[config.mk]
export PLATFORM = sky130hd
export DESIGN_NAME = trdb_branch_map_acc
export DESIGN_NICKNAME = d
export VERILOG_FILES = /design/src/rtl/trdb_branch_map_acc_pkg.sv /design/src/rtl/trdb_branch_map_acc_prefix_sum.sv /design/src/rtl/trdb_branch_map_acc.sv
export SDC_FILE = /design/constraint.sdc
export NUM_CORES = 1
export LEC_CHECK = 0
export ABC_AREA = 1
export BUFFER_PORTS_ARGS = -buffer_cell sky130_fd_sc_hd__buf_2
export CAP_MARGIN = 10
export CORE_MARGIN = 8
export CORE_UTILIZATION = 35
export CTS_BUF_LIST = sky130_fd_sc_hd__clkbuf_4 sky130_fd_sc_hd__clkbuf_8
export DETAILED_ROUTE_END_ITERATION = 6
export PLACE_DENSITY = 0.5
export SLEW_MARGIN = 15
export SYNTH_ARGS = -nofsm -noshare
export SYNTH_HDL_FRONTEND = slang
export SYNTH_SLANG_ARGS = --single-unit
[constraint.sdc]
create_clock -name clk_i -period 4.35 [get_ports clk_i]
set_input_delay 0.87 -clock clk_i [delete_from_list [all_inputs] [get_ports clk_i]]
set_output_delay 0.87 -clock clk_i [all_outputs]
set_load 0.01 [all_outputs]
[src/rtl/trdb_branch_map_acc_pkg.sv]
// Shared constants and types for the trace encoder branch map.
// Optional per-outcome statistics live behind TRDB_BRANCH_STATS_EN in the top.
package trdb_branch_map_acc_pkg;

  localparam int BRANCH_MAP_LEN   = 31;
  localparam int BRANCH_COUNT_LEN = $clog2(BRANCH_MAP_LEN + 1);
  localparam int BRANCH_NRET_MAX  = 4;
  localparam int BRANCH_STAT_W    = 16;

  localparam logic BRANCH_TAKEN  = 1'b0;
  localparam logic BRANCH_NTAKEN = 1'b1;

  typedef logic [BRANCH_MAP_LEN-1:0] branch_map_t;

endpackage

[src/rtl/trdb_branch_map_acc_prefix_sum.sv]
// Exclusive prefix popcount over NRET flags: o_prefix[k] counts set bits below k,
// o_total counts all of them.
module trdb_bm_prefix_sum
  import trdb_branch_map_acc_pkg::*;
#(
  parameter int NRET = 2,
  parameter int CW   = $clog2(NRET + 1)
) (
  input  logic [NRET-1:0]         i_bits,
  output logic [NRET-1:0][CW-1:0] o_prefix,
  output logic [CW-1:0]           o_total
);

  logic [CW-1:0] w_run;

  always_comb begin
    w_run    = '0;
    o_prefix = '0;
    for (int k = 0; k < NRET; k++) begin
      o_prefix[k] = w_run;
      w_run       = w_run + CW'(i_bits[k]);
    end
    o_total = w_run;
  end

endmodule

[src/rtl/trdb_branch_map_acc.sv]
// Multi-retirement branch map accumulator; records up to NRET branch outcomes per cycle.
// Define TRDB_BRANCH_STATS_EN to add saturating taken/not-taken counters (taken_cnt_o, ntaken_cnt_o).
module trdb_branch_map_acc
  import trdb_branch_map_acc_pkg::*;
#(
  parameter int NRET      = 2,
  parameter int MAP_LEN   = BRANCH_MAP_LEN,
  parameter int COUNT_LEN = $clog2(MAP_LEN + 1)
) (
  input  logic                 clk_i,
  input  logic                 rst_ni,
  input  logic [NRET-1:0]      valid_i,
  input  logic [NRET-1:0]      branch_i,
  input  logic [NRET-1:0]      taken_i,
  output logic                 ready_o,
  input  logic                 flush_i,
  output logic [MAP_LEN-1:0]   map_o,
  output logic [COUNT_LEN-1:0] count_o,
  output logic                 full_o
`ifdef TRDB_BRANCH_STATS_EN
  ,
  output logic [BRANCH_STAT_W-1:0] taken_cnt_o,
  output logic [BRANCH_STAT_W-1:0] ntaken_cnt_o
`endif
);

  localparam int CW = $clog2(NRET + 1);

  logic [MAP_LEN-1:0]     r_map;
  logic [MAP_LEN-1:0]     w_nextMap;
  logic [COUNT_LEN-1:0]   r_count;
  logic [COUNT_LEN-1:0]   w_nextCount;
  logic [COUNT_LEN-1:0]   w_base;
  logic [NRET-1:0]        w_acc;
  logic [NRET-1:0][CW-1:0] w_prefix;
  logic [CW-1:0]          w_total;
  logic [31:0]            w_free;
  logic                   w_ready;

  // Readiness looks only at registered occupancy so upstream never sees a flush-dependent path.
  assign w_free  = 32'(MAP_LEN) - 32'(r_count);
  assign w_ready = w_free >= 32'(NRET);
  assign w_acc   = valid_i & branch_i & {NRET{w_ready}};
  assign w_base  = flush_i ? '0 : r_count;

  trdb_bm_prefix_sum #(
    .NRET (NRET),
    .CW   (CW)
  ) u_prefix (
    .i_bits   (w_acc),
    .o_prefix (w_prefix),
    .o_total  (w_total)
  );

  always_comb begin
    w_nextMap = flush_i ? '0 : r_map;
    for (int k = 0; k < NRET; k++) begin
      if (w_acc[k]) begin
        for (int i = 0; i < MAP_LEN; i++) begin
          if (32'(i) == 32'(w_base) + 32'(w_prefix[k])) begin
            w_nextMap[i] = taken_i[k] ? BRANCH_TAKEN : BRANCH_NTAKEN;
          end
        end
      end
    end
  end

  assign w_nextCount = w_base + COUNT_LEN'(w_total);

  always_ff @(posedge clk_i or negedge rst_ni) begin
    if (!rst_ni) begin
      r_map   <= '0;
      r_count <= '0;
    end else begin
      r_map   <= w_nextMap;
      r_count <= w_nextCount;
    end
  end

  assign ready_o = w_ready;
  assign map_o   = r_map;
  assign count_o = r_count;
  assign full_o  = (r_count == COUNT_LEN'(MAP_LEN));

`ifdef TRDB_BRANCH_STATS_EN
  localparam int SW = BRANCH_STAT_W + 1;

  logic [BRANCH_STAT_W-1:0] r_takenCnt;
  logic [BRANCH_STAT_W-1:0] r_ntakenCnt;
  logic [SW-1:0]            w_takenSum;
  logic [SW-1:0]            w_ntakenSum;

  // One spare bit on the sums is enough: at most NRET increments are added to a 16-bit value.
  always_comb begin
    w_takenSum  = {1'b0, r_takenCnt};
    w_ntakenSum = {1'b0, r_ntakenCnt};
    for (int k = 0; k < NRET; k++) begin
      w_takenSum  = w_takenSum + SW'(w_acc[k] & taken_i[k]);
      w_ntakenSum = w_ntakenSum + SW'(w_acc[k] & ~taken_i[k]);
    end
  end

  always_ff @(posedge clk_i or negedge rst_ni) begin
    if (!rst_ni) begin
      r_takenCnt  <= '0;
      r_ntakenCnt <= '0;
    end else begin
      r_takenCnt  <= w_takenSum[BRANCH_STAT_W] ? '1 : w_takenSum[BRANCH_STAT_W-1:0];
      r_ntakenCnt <= w_ntakenSum[BRANCH_STAT_W] ? '1 : w_ntakenSum[BRANCH_STAT_W-1:0];
    end
  end

  assign taken_cnt_o  = r_takenCnt;
  assign ntaken_cnt_o = r_ntakenCnt;
`endif

endmodule

==> qor.csv, run 1 <==
metric,value,unit
status,"complete, no violations",
Critical Path Stages,14,
R2R Path Start,count_o[2],
Remaining DRCs,0,
Leak Pwr,1.75,nW
DP Cell Count,615,
n_diodes,0,
hold_buf cts,0,
Die W,107,microns
r2r setup slk,1.56,ns
setup bufs post-CTS,0,
# rows,33,
Mapped Cells,485,
clock sink total,36,
post-DP HPWL,6050,microns
Yosys warnings,0,
CP Capture Point,map_o[7],
Die Y,107,microns
hold crit path type,reg2reg,
RSZ-0062 raised after global routing,no,
complex-gate fraction of the synthesized area,0.347,%
Clock Tree Buf Depth,2,
post-synthesis mux area share,0,%
Cell Pwr Density,239,nW/um^2
setup TNS,0,ns
CTS buffer count,5,
initial antenna violation count,0,
gpl congestion,0.847,
I/O Pins,47,
Root Buffer,clkbuf_8,
worst-skew pair later-pin latency,0.29,ns
Starting DRT DRC Count,103,
"top cells by area, synth","dfrtp_1 (31%), nand2_1 (23%), nand3_1 (13%)",
global-route wire length before repair,14700,microns
Fmax,0.351,GHz
DR vias,2972,
Max Cap Violations,0,
worst path arrival time,3.03,ns
Crit path max-delay family,simple AND/OR/NAND/NOR gates,
Worst path max stage delay,0.56,ns
Critical Path RT,4.53,ns
Slew Limit Fails,0,
beginning of the critical path,flush_i,
Clock transition at path regs,0.07,ns
Post-Place Worst Slack,1.21,ns
DR vias/cell,4.77,
ANT nets after route,0,
GRT Overall Usage,15.9,%
final hold vios,0,
WL final,8650,microns
Rel. slew slack,29.0,%
Core Box Area,8090,sq um
Final min period,2.85,ns
GR Overflow Total,0,
Post-synth EDFFs,0,
xor and xnor area share after synthesis,0.912,%
cell mode on critical path,nand2_1,
Syn Nets,498,
CTS tree,done,
Clock Skew,0.00653,ns
drt pass-1 iters,4,
# setup viols final,0,
"Avg Cell Area, Syn",5.94,sq um
Yosys top cell by area,dfrtp_1,
"Max stage delay cell, worst path",nor2_4,
Reg-to-Reg End,map_o[7],
synth cell count leaders,"nand2_1 (175), nor2_1 (90), nand3_1 (73), inv_1 (43), dfrtp_1 (36)",
top-count cell post-synth,nand2_1,
register area share after synthesis,31.3,%
"Buf+Inv Stages, Crit Path",4,
htree depth,2,
"flops & latches, synth",36,
post-synth top area share,31.3,%
post-CTS sizing,0,
detail-routed net length per standard cell,13.9,microns
Worst R2R Path Depth,13,
Synth Flop Type,dfrtp_1,
Synth cell types,26,
post-synthesis simple-gate area fraction,54.0,%
Initial Util,35.6,%
ys async rst share,100,%
largest net degree at the start of global routing,37,
Tcrit/Tclk final,65.5,%
die area,11400,sq um
Critical Path End Type,flop,
number of global-route vias before repair,2842,
crit-path max FO,32,
Final WS setup,1.50,ns
synthesis-to-layout area growth,11.7,%
Overall Power,0.000768,W
Non-Filler Instances,623,
CP startpoint kind,input pin,
main combinational cell family by area after synthesis,simple AND/OR/NAND/NOR gates,
filler cell count,961,
VDD IR max,0.000119,V
synthesized-area fraction occupied by adder cells,2.00,%
share of layout cells above drive strength 1,13.7,%
Nets,530,
Post-Syn Area,2880,sq um
PortBufs,46,
CP cell instances,"buf_2, inv_4, nand2_1, inv_1, ha_1, nand3_1, inv_1, nand2_2, nand2_1, nand2_1, nor2_4, nand2_1, nand2_1, nand2_1",
CP Class,in2reg,
Worst Tran Pin Value,1.06,ns
cell usage in the layout (no fill, tap or decap), types with 2 or more instances in the layout:
master    Yosys  routed
buf_2         7      46
buf_4         8       3
clkbuf_4      0       2
clkbuf_8      0       6
clkinv_1      4       4
dfrtp_1      36      36
ha_1          3       3
inv_1        43      43
nand2_1     175     175
nand2_2       3       3
nand3_1      73      73
nand3_2       2       2
nand4_1       2       2
nor2_1       90      90
nor2_2        3       3
nor2_4        2       2
nor3_1       14      14
o21ai_0       2       2
xor2_1        2       2
logic make-up after synthesis:
| kind of cell | count (synthesis) |
|---|---|
| buffers and inverters | 73 |
| AO/OA/AOI/OAI | 2 |
| XOR/XNOR | 3 |
| flip-flops | 36 |
| adder cells (fa/ha/maj) | 4 |
| AND/OR/NAND/NOR | 367 |
worst register-to-register path: stages (launching register included):
cell     delay, ns
dfrtp_1       0.59
nand2_1       0.15
nor2_2        0.24
nor2_2        0.05
buf_4         0.22
ha_1          0.24
nand3_1       0.12
nor2_1        0.08
nand2_1       0.06
nand2_1       0.10
nor2_4        0.56
nand2_1       0.12
nand2_1       0.11
nand2_1       0.05
cell type report:
cell class | instances | area, sq um | share of cell area [%]
Clock buffer | 8 | 97.6 | 3.03
Inverter | 49 | 186 | 5.79
Multi-Input combinational cell | 376 | 1650 | 51.3
Sequential cell | 36 | 901 | 28.0
Tap cell | 105 | 131 | 4.08
Timing Repair Buffer | 49 | 253 | 7.85
state kept, by name (all words and copies together), names as in the netlist:
signal,cells
count_o,5
map_o,31
stage by stage:
stage | utilization, % | hold slack [ns] | area (sq um)
after global placement | 38.6 | 0.576 | 3120
final | 39.8 | 0.587 | 3220
after CTS | 39.8 | 0.593 | 3220
after global routing | 39.8 | 0.641 | 3220
after detailed placement | 38.6 | 0.580 | 3120
after floorplan | - | 0.574 | 2880
worst min-delay path by stage:
| stage | startpoint | to | slack (ns) | depth (start not counted) |
|---|---|---|---|---|
| 2_1_floorplan | rst_ni | count_o[0] | 0.57 | 0 |
| 3_3_place_gp | map_o[30] | map_o[30] | 0.58 | 4 |
| 3_5_place_dp | map_o[30] | map_o[30] | 0.58 | 4 |
| 4_1_cts | map_o[30] | map_o[30] | 0.59 | 4 |
| 5_1_grt | map_o[30] | map_o[30] | 0.64 | 4 |
| 6_report | map_o[30] | map_o[30] | 0.59 | 4 |
where the power goes:
| part | internal (W) | total (W) | switching [W] |
|---|---|---|---|
| clock network | 0.000142 | 0.000272 | 0.000130 |
| registers | 0.000344 | 0.000361 | 0.0000169 |
| logic | 0.0000326 | 0.000135 | 0.000103 |
layer usage:
| metal | vias to the layer above | GRT usage, % | part of all wire [%] |
|---|---|---|---|
| li1 | 1551 | - | - |
| met1 | 1348 | 21.3 | 50 |
| met2 | 63 | 25.2 | 44 |
| met3 | 10 | 3.60 | 5.2 |
| met4 | 0 | 4.02 | 1.2 |
| met5 | - | 0 | 0 |
Note: power is estimated with default switching activity, not from simulation.
==> run 2, diff against run 1 <==
- clock period: 4.35 -> 2.7 ns (I/O delays scaled with it)
==> qor.csv, run 2 (same netlist as run 1, synthesis figures left out) <==
metric,value,unit
cell mode on critical path,nand2_1,
WL final,8870,microns
initial antenna violation count,0,
"most common cell after layout, fill and taps aside",nand2_1,
final instance area,3360,sq um
drt pass-1 iters,4,
number of global-route vias before repair,2800,
placed inst area,3240,sq um
Core Box Area,8090,sq um
RSZ-0062 raised after global routing,no,
clock sink total,36,
Initial Util,35.6,%
Die W,107,microns
PortBufs,46,
die area,11400,sq um
Clock Tree Buf Depth,2,
worst-skew pair later-pin latency,0.29,ns
Finished Core Util,41.5,%
Fmax,0.450,GHz
CTS buffer count,5,
post-CTS sizing,0,
r2r setup slk,0.48,ns
Nets,543,
Critical Path RT,2.89,ns
largest net degree at the start of global routing,37,
global-route wire length before repair,14800,microns
final hold vios,0,
CP startpoint kind,flop,
Clock Skew,0.00395,ns
hold crit path type,in2async,
Rel. slew slack,39.8,%
GR Overflow Total,0,
gpl congestion,0.831,
ANT nets after route,0,
hold_buf cts,0,
DR vias,2982,
setup bufs post-CTS,0,
setup TNS,0,ns
htree depth,2,
clock power share,38.2,%
Final WS setup,0.476,ns
Storage cell area,901,sq um
worst path arrival time,2.42,ns
post-DP HPWL,6320,microns
GRT Overall Usage,16.3,%
Cell Pwr Density,394,nW/um^2
detail-routed net length per standard cell,13.9,microns
share of layout cells above drive strength 1,15.8,%
CP cell instances,"nand2_1, nor2_2, nor2_2, buf_4, ha_1, nand2_1, nand2_1, inv_1, nand2_1, nor2_1, nand2_1, nand2_1, nand2_1",
"Buf+Inv Stages, Crit Path",2,
most frequent cells in the layout,"nand2_1 (175), nor2_1 (90), nand3_1 (73)",
sequential power share,42.5,%
Starting DRT DRC Count,125,
VDD IR max,0.000166,V
# setup viols final,0,
DR vias/cell,4.69,
Crit path max-delay family,simple AND/OR/NAND/NOR gates,
Slew Limit Fails,0,
area occupied by multi-input gates,1650,sq um
Clock transition at path regs,0.08,ns
switching share of power,31.3,%
# rows,33,
crit-path max FO,7,
Remaining DRCs,0,
"Max stage delay cell, worst path",dfrtp_1,
Worst path max stage delay,0.41,ns
Final min period,2.22,ns
Switch Pwr,0.000414,W
Tcrit/Tclk final,82.4,%
Root Buffer,clkbuf_8,
Max Cap Violations,0,
filler cell count,901,
Critical Path End Type,flop,
Die Y,107,microns
I/O Pins,47,
Comb pwr share,19.4,%
Worst Tran Pin Value,0.903,ns
n_diodes,0,
Leak Pwr,1.83,nW
CP Class,reg2reg,
Int Pwr,0.000910,W
synthesis-to-layout area growth,16.5,%
max FFs per register,31,
status,"complete, no violations",
CTS tree,done,
Post-Place Worst Slack,0.378,ns
## run 2: final timing paths
kind                       startpoint        end  cells after the start
setup / recovery           count_o[4]  map_o[20]                     13
min in group clk_i          map_o[30]  map_o[30]                      4
hold / removal                 rst_ni  map_o[26]                      1
max in group asynchronous      rst_ni  map_o[29]                      1
hold reg to reg             map_o[30]  map_o[30]                      4
setup reg to reg           count_o[4]  map_o[20]                     13
## run 2: area by class of cell
class	count	share of cell area, %
Timing Repair Buffer	62	11.2
Clock inverter	2	1.04
Sequential cell	36	26.8
Clock buffer	6	2.27
Tap cell	105	3.91
Inverter	49	5.56
Multi-Input combinational cell	376	49.2
## run 2: through the flow
stage | power, W | std cells | hold WS (ns)
final | 0.00132 | 636 | 0.368
after detailed placement | 0.000832 | 628 | 0.573
after global placement | 0.000830 | 628 | 0.572
after floorplan | 0.000731 | 485 | 0.244
after global routing | 0.00140 | 636 | 0.440
after CTS | 0.00134 | 636 | 0.406
## run 2: power by group through the flow
stage	clock [W]	combinational, W	sequential, W
2_1_floorplan	0	0.000147	0.000584
3_3_place_gp	0	0.000257	0.000572
3_5_place_dp	0	0.000258	0.000574
4_1_cts	0.000518	0.000259	0.000563
5_1_grt	0.000543	0.000290	0.000565
6_report	0.000505	0.000256	0.000562
## run 2: per-layer routing
layer / vias up / share of wire, % / GRT usage (%)
li1: 1583 / - / -
met5: - / 0 / 0
met1: 1334 / 51 / 23.0
met4: 0 / 0.73 / 4.02
met3: 7 / 4.8 / 3.48
met2: 58 / 43 / 24.5
